`src/rtl/sorter_pkg.sv`:
```
// Shared constants for the Sorter datapath: FSM state encoding and default frame geometry.
package sorter_pkg;

    localparam int unsigned SORT_N_DEF = 8;
    localparam int unsigned SORT_W_DEF = 8;

    localparam logic [1:0] ST_LOAD  = 2'd0;
    localparam logic [1:0] ST_SORT  = 2'd1;
    localparam logic [1:0] ST_DRAIN = 2'd2;

endpackage

```
`src/rtl/cmp_swap.sv`:
```
// Combinational compare-exchange cell: lo gets the smaller operand, hi the larger.
module cmp_swap #(
    parameter int unsigned W = 8
) (
    input  logic [W-1:0] a,
    input  logic [W-1:0] b,
    output logic [W-1:0] lo,
    output logic [W-1:0] hi
);

    logic swap_c;

    // Strict compare keeps equal values in place.
    assign swap_c = (a > b);
    assign lo     = swap_c ? b : a;
    assign hi     = swap_c ? a : b;

endmodule

```
`src/rtl/sort_engine.sv`:
```
// Frame sorter: loads N elements, runs N odd-even transposition passes in place,
// then streams the frame out in ascending order.
module sort_engine
    import sorter_pkg::*;
#(
    parameter int unsigned N  = SORT_N_DEF,
    parameter int unsigned W  = SORT_W_DEF,
    parameter int unsigned CW = $clog2(N + 1)
) (
    input  logic         clk,
    input  logic         reset,
    input  logic         in_valid,
    output logic         in_ready,
    input  logic [W-1:0] in_data,
    output logic         out_valid,
    input  logic         out_ready,
    output logic [W-1:0] out_data,
    output logic         busy,
    output logic         frame_done
);

    localparam int unsigned   AW   = (N > 1) ? $clog2(N) : 1;
    localparam logic [CW-1:0] LAST = CW'(N - 1);

    logic [1:0]    state_q, state_d;
    logic [CW-1:0] ld_cnt_q, ld_cnt_d;
    logic [CW-1:0] pass_cnt_q, pass_cnt_d;
    logic [CW-1:0] rd_cnt_q, rd_cnt_d;
    logic [W-1:0]  mem_q    [N];
    logic [W-1:0]  mem_d    [N];
    logic [W-1:0]  even_res [N];
    logic [W-1:0]  odd_res  [N];
    logic          in_fire;
    logic          out_fire;

    // Even pass network: pairs (0,1), (2,3), ... (N-2,N-1).
    for (genvar i = 0; i < N / 2; i++) begin : g_even
        cmp_swap #(.W(W)) u_cs (
            .a  (mem_q[2*i]),
            .b  (mem_q[2*i+1]),
            .lo (even_res[2*i]),
            .hi (even_res[2*i+1])
        );
    end

    // Odd pass network: pairs (1,2) ... (N-3,N-2); the end elements pass through.
    for (genvar i = 0; i < N / 2 - 1; i++) begin : g_odd
        cmp_swap #(.W(W)) u_cs (
            .a  (mem_q[2*i+1]),
            .b  (mem_q[2*i+2]),
            .lo (odd_res[2*i+1]),
            .hi (odd_res[2*i+2])
        );
    end
    assign odd_res[0]   = mem_q[0];
    assign odd_res[N-1] = mem_q[N-1];

    assign in_ready   = (state_q == ST_LOAD) && !reset;
    assign out_valid  = (state_q == ST_DRAIN);
    assign busy       = (state_q == ST_SORT) || (state_q == ST_DRAIN);
    assign out_data   = out_valid ? mem_q[rd_cnt_q[AW-1:0]] : '0;
    assign in_fire    = in_valid && in_ready;
    assign out_fire   = out_valid && out_ready;
    assign frame_done = out_fire && (rd_cnt_q == LAST);

    always_comb begin
        state_d    = state_q;
        ld_cnt_d   = ld_cnt_q;
        pass_cnt_d = pass_cnt_q;
        rd_cnt_d   = rd_cnt_q;
        for (int k = 0; k < N; k++) begin
            mem_d[k] = mem_q[k];
        end
        case (state_q)
            ST_LOAD: begin
                if (in_fire) begin
                    mem_d[ld_cnt_q[AW-1:0]] = in_data;
                    if (ld_cnt_q == LAST) begin
                        state_d    = ST_SORT;
                        ld_cnt_d   = '0;
                        pass_cnt_d = '0;
                    end else begin
                        ld_cnt_d = ld_cnt_q + CW'(1);
                    end
                end
            end
            ST_SORT: begin
                for (int k = 0; k < N; k++) begin
                    mem_d[k] = pass_cnt_q[0] ? odd_res[k] : even_res[k];
                end
                if (pass_cnt_q == LAST) begin
                    state_d  = ST_DRAIN;
                    rd_cnt_d = '0;
                end else begin
                    pass_cnt_d = pass_cnt_q + CW'(1);
                end
            end
            ST_DRAIN: begin
                if (out_fire) begin
                    if (rd_cnt_q == LAST) begin
                        state_d  = ST_LOAD;
                        rd_cnt_d = '0;
                    end else begin
                        rd_cnt_d = rd_cnt_q + CW'(1);
                    end
                end
            end
            default: state_d = ST_LOAD;
        endcase
    end

    always_ff @(posedge clk or posedge reset) begin
        if (reset) begin
            state_q    <= ST_LOAD;
            ld_cnt_q   <= '0;
            pass_cnt_q <= '0;
            rd_cnt_q   <= '0;
            for (int k = 0; k < N; k++) begin
                mem_q[k] <= '0;
            end
        end else begin
            state_q    <= state_d;
            ld_cnt_q   <= ld_cnt_d;
            pass_cnt_q <= pass_cnt_d;
            rd_cnt_q   <= rd_cnt_d;
            for (int k = 0; k < N; k++) begin
                mem_q[k] <= mem_d[k];
            end
        end
    end

endmodule

```
`config.mk`:
```
export PLATFORM = sky130hd
export DESIGN_NAME = sort_engine
export DESIGN_NICKNAME = d
export VERILOG_FILES = /design/src/rtl/sorter_pkg.sv /design/src/rtl/cmp_swap.sv /design/src/rtl/sort_engine.sv
export SDC_FILE = /design/constraint.sdc
export NUM_CORES = 1
export LEC_CHECK = 0
export ABC_AREA = 1
export BUFFER_PORTS_ARGS = -buffer_cell sky130_fd_sc_hd__buf_2
export CAP_MARGIN = 20
export CORE_MARGIN = 1.5
export CORE_UTILIZATION = 40
export CTS_CLUSTER_SIZE = 14
export DETAILED_ROUTE_END_ITERATION = 16
export PLACE_DENSITY_LB_ADDON = 0.25
export RECOVER_POWER = 25
export SLEW_MARGIN = 20
export SYNTH_ARGS = -nofsm -noshare
export SYNTH_HDL_FRONTEND = slang
export SYNTH_HIERARCHICAL = 1
export SYNTH_SLANG_ARGS = --single-unit
```
`constraint.sdc`:
```
create_clock -name clk -period 3.1 [get_ports clk]
set_input_delay 0.155 -clock clk [delete_from_list [all_inputs] [get_ports clk]]
set_output_delay 0.155 -clock clk [all_outputs]
set_load 0.02 [all_outputs]
```
# ---- Yosys cells after proc, flatten, opt, wreduce, memory -nomap -nowiden
# Index checks and enable logic that the tools add are counted.
dict set report word_totals {
  ff_bits 78
  input_bits 12
  out_inout_bits 12
  elab_cells 116
}
dict set report op_classes {
  n_addsub 3
  order_cmp 10
  eq_ne 21
  mux 46
  bitwise_logic 2
  reduce_logical 22
}
# op n
set op_table {}
lappend op_table {{8-bit 2-to-1 mux} 26}
lappend op_table {{64-bit one-hot mux with 2 select lines} 1}
lappend op_table {{64-bit bitwise mux} 1}
lappend op_table {{64-bit 2-to-1 mux} 1}
lappend op_table {{8-bit greater-than comparator} 7}
lappend op_table {{4-bit AND reduction} 9}
lappend op_table {{4-bit 2-to-1 mux} 7}
lappend op_table {{8-bit binary-select mux with 3-bit select} 1}
lappend op_table {{8-bit demux with 3-bit select} 1}
lappend op_table {{3-bit by 2-bit != test with 1-bit output (second input constant)} 7}
lappend op_table {{4-bit one-hot mux with 2 select lines} 2}
lappend op_table {{4-bit by 1-bit adder with 4-bit output (second input constant)} 3}
lappend op_table {{4-bit by 3-bit equality test with 1-bit output (second input constant)} 3}
lappend op_table {{2-bit by 1-bit != test with 1-bit output (second input constant)} 6}
lappend op_table {{2-bit 2-to-1 mux} 5}
lappend op_table {{4-bit >= comparator (second input constant)} 2}
lappend op_table {{3-bit NOT with 4-bit output} 2}
lappend op_table {{2-bit != test (second input constant)} 3}
lappend op_table {{2-bit one-hot mux with 3 select lines} 1}
lappend op_table {{1-bit logical AND} 5}
lappend op_table {{5-bit AND reduction} 1}
lappend op_table {{4-bit by 1-bit less-than comparator with 1-bit output (second input constant)} 1}
lappend op_table {{2-bit nonzero test} 2}
lappend op_table {{3-bit AND reduction} 1}
lappend op_table {{other kinds (6)} 6}

# ---- Depth between registers and ports, before layout
# Gate-level depths: netlist (run 1).
dict set report logic_depth {
  ltp_word 8
  mapped_depth 17
  ltp_nobuf 16
}

# ---- Modules after synthesis
# Netlist (run 1), hierarchy kept.
# mod n_inst cells_per_inst area_each_um2 seq_area_each_um2
set modules_own_cells {}
lappend modules_own_cells {sort_engine 1 837 5142.4 1951.9}
lappend modules_own_cells {cmp_swap 7 87 541.8 0.0}

# ---- Least setup slack after synthesis (run 1)
# No wires, ideal clock.
dict set report synth_path {
  path_kind {input port to flip-flop}
  from {input port reset}
  to {register mem_q[0] in the netlist's numbering}
  setup_ns 0.117
  t_arrival_ns 3.068
  t_required_ns 2.983
  slack_ns -0.085
  path_stages 6
  path_buffers 0
  path_cell_list {inv_1 > nand3_2 > a21oi_2 > nand2_1 > nand2_1 > nand2_1}
}
dict set report synth_between {
  elab_chain_len 5
}
# element line
set synth_lines {}
lappend synth_lines {{from (decl)} sort_engine.sv:11} ;# input logic reset,
lappend synth_lines {{1-bit zero test (no source line)} n/a}
lappend synth_lines {{1-bit logical AND} sort_engine.sv:58} ;# assign in_ready = (state_q == ST_LOAD) && !reset;
lappend synth_lines {{1-bit logical AND} sort_engine.sv:62} ;# assign in_fire = in_valid && in_ready;
lappend synth_lines {{2-bit != test (no source line)} n/a}
lappend synth_lines {{4-bit AND reduction (no source line)} n/a}
lappend synth_lines {{to (signal, indexed assignment)} sort_engine.sv:127} ;# mem_q[k] <= mem_d[k];
lappend synth_lines {{to (decl)} sort_engine.sv:29} ;# logic [W-1:0] mem_q [N];
# Every way passes these cells.
# A chain may end at the register's enable or synchronous reset.

# ---- Worst setup path after layout (run 1)
dict set report layout_path {
  from {register rd_cnt_q[0]}
  to {output port out_data[4]}
}
dict set report layout_between {
  elab_chain_len 5
}
# element line
set layout_lines {}
lappend layout_lines {{from (decl)} sort_engine.sv:28} ;# logic [CW-1:0] rd_cnt_q, rd_cnt_d;
lappend layout_lines {{from (signal assigned)} sort_engine.sv:125} ;# rd_cnt_q <= rd_cnt_d;
lappend layout_lines {{3-bit NOT with 4-bit output (not written as such)} sort_engine.sv:61} ;# assign out_data = out_valid ? mem_q[rd_cnt_q[AW-1:0]] : '0;
lappend layout_lines {{8-bit binary-select mux with 3-bit select} sort_engine.sv:61}
lappend layout_lines {{8-bit 2-to-1 mux (not written as such) (2 in a row)} sort_engine.sv:61}
lappend layout_lines {{8-bit 2-to-1 mux} sort_engine.sv:61}
lappend layout_lines {{to (decl)} sort_engine.sv:17} ;# output logic [W-1:0] out_data,
# Every way passes these cells. The select of a mux whose other input is x is not followed.

==> results.tsv, run 1 <==
metric	value	unit
Rel. slew slack	-0.342	
Hold Path End	ld_cnt_q[2]$_DFFE_PP0P_	
Final setup viols	0	
max-slew violations	30	
commonest non-fill, non-tap cells in the layout	nand2_1 (502), nand3_1 (183), nand2_2 (159)	
metal1 wirelength	12.9	mm
Syn Nets	1521	
setup ws final	582	ps
initial antenna violation count	0	
FMAX	0.397	GHz
I/O Buffers	23	
core area	0.0219	sq mm
CTS tree	done	
Worst-Skew Late Latency	350	ps
PostCTS Resize Cnt	0	
Fin Setup TNS	0	ps
DRC	0	
Reg2Reg Depth	9	
drt wl/cell	16.3	microns
Top Ports	24	
met2 WL post-DR	12.6	mm
CTS Buffer Depth	2	
Critical R2R Launch	state_q[1]$_DFFE_PP0P_	
Starting DRT DRC Count	1006	
Hold Crit Start	in_valid	
# Post-CTS Setup Buffers	0	
Initial Util	0.408	
Final period util	0.812	
Clock Skews	8.21	ps
fin cells	1727	
worst hold slack	152	ps
ys async rst share	1.00	
number of instances in the placed design	1710	
Ys Warns	6	
Max Cap Violations	1	
final WL	28.1	mm
commonest non-fill, non-tap cell in the layout	nand2_1	
CTS H-tree lvls	3	
Final #Nets	1517	
most used cell, CP	nor2_1	
via count	9034	
ant diodes	0	
GRT Overall Usage	0.242	
Area growth syn-to-layout	6.27	%
Sink Count	78	
Reg-to-Reg End	mem_q[13]$_DFFE_PP0P_	
worst slew pin tran	2010	ps
final hold violations	0	
antenna-violating nets left	0	
number of flops mapped to enable cells by yosys	0	
post-synthesis sequential element count	78	
full die area	0.0232	sq mm
critical path endpoint category	primary output	
total CTS buffers	9	
gr ovfl total	0	
outcome	finished, violations left	
first drt pass iteration count	6	
CP max stage delay	690	ps
largest net degree at the start of global routing	51	
minimum clock period	2520	ps
Synth cell types	26	
cell area after synthesis	0.00893	sq mm
Die Wd	152	microns
HPWL Detailed	20.5	mm
failing checks	max-capacitance violations, max-slew violations	
Buffers & Inverters on Critical Path	2	
pre-CTS WS	763	ps
hold depth	3	
sequential fraction of the synthesis area	0.218	
Reg clk slew, reported paths	60	ps
CP Cell Sequence	buf_4 > nor2_1 > nor2_1 > nand2_1 > nand3_1 > nand2_1 > nor2_1 > buf_2	
vias in the first global route	8308	
family with the most delay on the worst path	simple AND/OR/NAND/NOR gates	
first-pass GRT wire length	45.2	mm
Routability Congestion	0.907	
Cells after Synth	1446	
Top FF cell, synth	dfrtp_1	
layout cells sized above 1	0.180	
Critical Path AT	2360	ps
worst setup path category	reg -> out	
metal3 WL	1.91	mm
Startpoint Class	flip-flop	
Fillers	2405	
CP max stage cell	dfrtp_1	
worst hold path class	in -> reg	
Top Layer Used	met4	
syn avg cell area	6.18	sq um
r2r setup slk	710	ps
Crit path required time	2940	ps
critical path depth	8	
Root Driver	clkbuf_16	
Max FO, Critical Path	27	
row cnt	54	
chip height	152	microns
Avg Vias per Cell	5.23	
RSZ-0062 raised after global routing	false	
## cells in the mapped netlist, types with 8 or more instances
library cell    n  area [sq um]
inv_1         139           522
nand2_1       502          1880
nand3_1       183           916
clkbuf_1       16          60.1
nor2_1        101           379
buf_4          11          82.6
dfrtp_1        78          1950
buf_2          16          80.1
nand2_2       159           995
inv_2          11          41.3
ha_1           63           788
nand2_4        14           158
nor2_2          8          50.1
a21oi_1        20           100
o21ai_0        86           430
## routing by layer
layer  vias up  global-route usage
met5         -                   0
met4         0              0.0893
met3        54              0.0373
met2       324               0.375
met1      4113               0.341
li1       4543                   -
## worst min-delay path, stage by stage
cell and delay [ps]:
buf_2 120, nand3_1 110, xor2_1 70
## worst max path at each step
stage / from / to / slack, ps
global route: reset / mem_q[32]$_DFFE_PP0P_ / 420
detailed placement: state_q[1]$_DFFE_PP0P_ / mem_q[13]$_DFFE_PP0P_ / 760
finish: rd_cnt_q[0]$_DFFE_PP0P_ / out_data[4] / 580
CTS: rd_cnt_q[0]$_DFFE_PP0P_ / out_data[4] / 710
floorplan: reset / mem_q[9]$_DFFE_PP0P_ / 620
global placement: mem_q[55]$_DFFE_PP0P_ / mem_q[61]$_DFFE_PP0P_ / 760
## metrics by stage
step                       util  area (sq um)
final                     0.434          9500
after global routing      0.434          9500
after CTS                 0.434          9500
after detailed placement  0.417          9130
after global placement    0.417          9130
after floorplan               -          8940
## final cells by class
cell class | instances | area [sq um] | share of cell area
Inverter | 150 | 564 | 0.0594
Timing Repair Buffer | 35 | 203 | 0.0213
Sequential cell | 78 | 1950 | 0.206
Clock buffer | 10 | 239 | 0.0252
Clock inverter | 6 | 118 | 0.0124
Multi-Input combinational cell | 1168 | 6070 | 0.639
Tap cell | 280 | 350 | 0.0369
## what timing repair did
item                                   CTS  global route
endpoints found under the hold margin    7             0
hold buffers                             1             0
setup endpoints to repair                0             0
## kinds of logic after synthesis
family | synth area share
AND/OR/NAND/NOR | 0.521
buffers and inverters | 0.104
AO/OA/AOI/OAI | 0.0662
flip-flops | 0.218
adder cells (fa/ha/maj) | 0.0882
XOR/XNOR | 0.00196
## registers in the layout, indices dropped and copies added (netlist names)
name	flops
pass_cnt_q	4
ld_cnt_q	4
rd_cnt_q	4
state_q	2
mem_q	64
Power of run 1 is not shown: default switching activity piles up to over one toggle a cycle in this logic, so the estimate is an artifact.
==> run 2, diff against run 1 <==
clock period = 2.1 ns   (was 3.1 ns; I/O delays follow)
==> run 2 against run 1 <==
Against the previous run: highest routed layer unchanged; routed wire length is 8.5% higher; critical path depth is 5 higher; sequential cell count stayed put; die area stayed put; utilization is 7.7 points higher; setup slack worse by 540 ps; largest cell class unchanged; non-clock buffer count is 142 higher; register-to-register slack worse by 660 ps; global-route usage is 1.7 points higher; cell count is 8.4% higher; the flow now finishes without violations.
==> results.tsv, run 2 (synthesized netlist as in run 1, its figures left out) <==
metric	value	unit	change
outcome	finished clean		
Crit path required time	2340	ps	-600 ps
Reg clk slew, reported paths	70	ps	about the same
Starting DRT DRC Count	899		-11%
worst slew pin tran	1170	ps	-843 ps
cts hold-fix bufs	0		-1
total CTS buffers	9		unchanged
FMAX	0.487	GHz	
Sink Count	78		unchanged
Max Cap Violations	0		-1
critical path endpoint category	flip-flop		
final WL	30.5	mm	+8.5%
chip height	152	microns	unchanged
CTS tree	done		
CTS Buffer Depth	2		unchanged
row cnt	54		unchanged
largest net degree at the start of global routing	41		-20%
worst setup path category	reg -> reg		
final hold violations	0		unchanged
Final setup viols	0		unchanged
drt wl/cell	16.3	microns	about the same
Final #Nets	1662		+9.6%
Die Wd	152	microns	unchanged
Critical Path AT	2300	ps	-60 ps
minimum clock period	2050	ps	
Max FO, Critical Path	8		-70%
ant diodes	0		unchanged
Area growth syn-to-layout	25.0	%	
I/O Buffers	23		unchanged
Root Driver	clkbuf_16		
gr ovfl total	0		unchanged
Top Ports	24		unchanged
antenna-violating nets left	0		unchanged
GRT Overall Usage	0.260		+0.0173
via count	9787		+8.3%
Worst-Skew Late Latency	350	ps	about the same
full die area	0.0232	sq mm	unchanged
Clock Skews	9.33	ps	+1.12 ps
Fillers	2229		-7.3%
vias in the first global route	8966		+7.9%
fin cells	1872		+8.4%
worst hold path class	in -> reg		
DRC	0		unchanged
Avg Vias per Cell	5.23		about the same
layout cells sized above 1	0.307		+0.127
Routability Congestion	0.941		+3.8%
register name with the most flops	mem_q		
initial antenna violation count	0		unchanged
first drt pass iteration count	5		-1
fin util	0.510		+0.0765
HPWL Detailed	22.7	mm	+11%
RSZ-0062 raised after global routing	true		
max-slew violations	0		-100%
first-pass GRT wire length	48.7	mm	+7.6%
Rel. slew slack	0.220		+0.562
core area	0.0219	sq mm	unchanged
Startpoint Class	flip-flop		
commonest non-fill, non-tap cell in the layout	nand2_1		
max FFs per register	64		unchanged
Final period util	0.978		
Initial Util	0.408		unchanged
number of instances in the placed design	1826		+6.8%
commonest non-fill, non-tap cells in the layout	nand2_1 (487), nand3_1 (173), nand2_2 (170)		
CTS H-tree lvls	3		unchanged
run 2: critical path, stage by stage (launching register included):
cell and delay [ps]:
dfrtp_1 440, buf_6 160, ha_4 210, a21oi_2 130, nor2_1 60, nor2_2 170, nand2_4 140, clkbuf_16 190
nand3_1 80, nand2_2 60, nand2_1 60, o21ai_0 90, nand3_1 100, nand2_1 50
run 2: final cells by class:
cell class              instances  area, sq um  area share
repair buffers                177         1430       0.128
inverters                     150          569      0.0510
flip-flops and latches         78         1990       0.178
clock buffers                   9          225      0.0202
clock inverters                 7          123      0.0110
well taps                     280          350      0.0314
multi-input cells            1171         6480       0.580
run 2: layer usage:
layer  wire [microns]  up-vias  GRT usage
li1                 -     4838          -
met5                0        -          0
met3             2150       61     0.0316
met1            13700     4502      0.369
met4              891        0     0.0943
met2            13800      386      0.404
run 2: per-stage QoR:
| step | setup WS, ps | setup TNS (ps) | cell area (sq um) | hold WS [ps] |
|---|---|---|---|---|
| after floorplan | -185 | -10090 | 8980 | 283 |
| after global placement | -28.2 | -39.2 | 10100 | 375 |
| after CTS | 3.90 | 0 | 10500 | 9.20 |
| final | 45.8 | 0 | 11200 | 143 |
| after detailed placement | -52.4 | -141 | 10100 | 391 |
| after global routing | -42.0 | -169 | 11200 | 137 |
run 2: worst paths after layout:
check	slack, ps	cells after the start	end	startpoint
max in group asynchronous	970	3	mem_q[35]$_DFFE_PP0P_	reset
setup / recovery	50	13	mem_q[6]$_DFFE_PP0P_	mem_q[13]$_DFFE_PP0P_
hold / removal	140	3	ld_cnt_q[1]$_DFFE_PP0P_	in_valid
min in group asynchronous	260	3	pass_cnt_q[2]$_DFFE_PP0P_	reset
setup reg to reg	50	13	mem_q[6]$_DFFE_PP0P_	mem_q[13]$_DFFE_PP0P_
hold reg to reg	510	2	state_q[1]$_DFFE_PP0P_	state_q[1]$_DFFE_PP0P_
run 2: what timing repair did:
item                                    CTS  global route
pin swaps                                 0            29
buffers inserted                          0            24
cloned                                    0             6
endpoints found under the setup margin    9            69
gates resized for setup                   6           118
endpoints found under the hold margin     0             0
Power of run 2 is left out for the same reason.
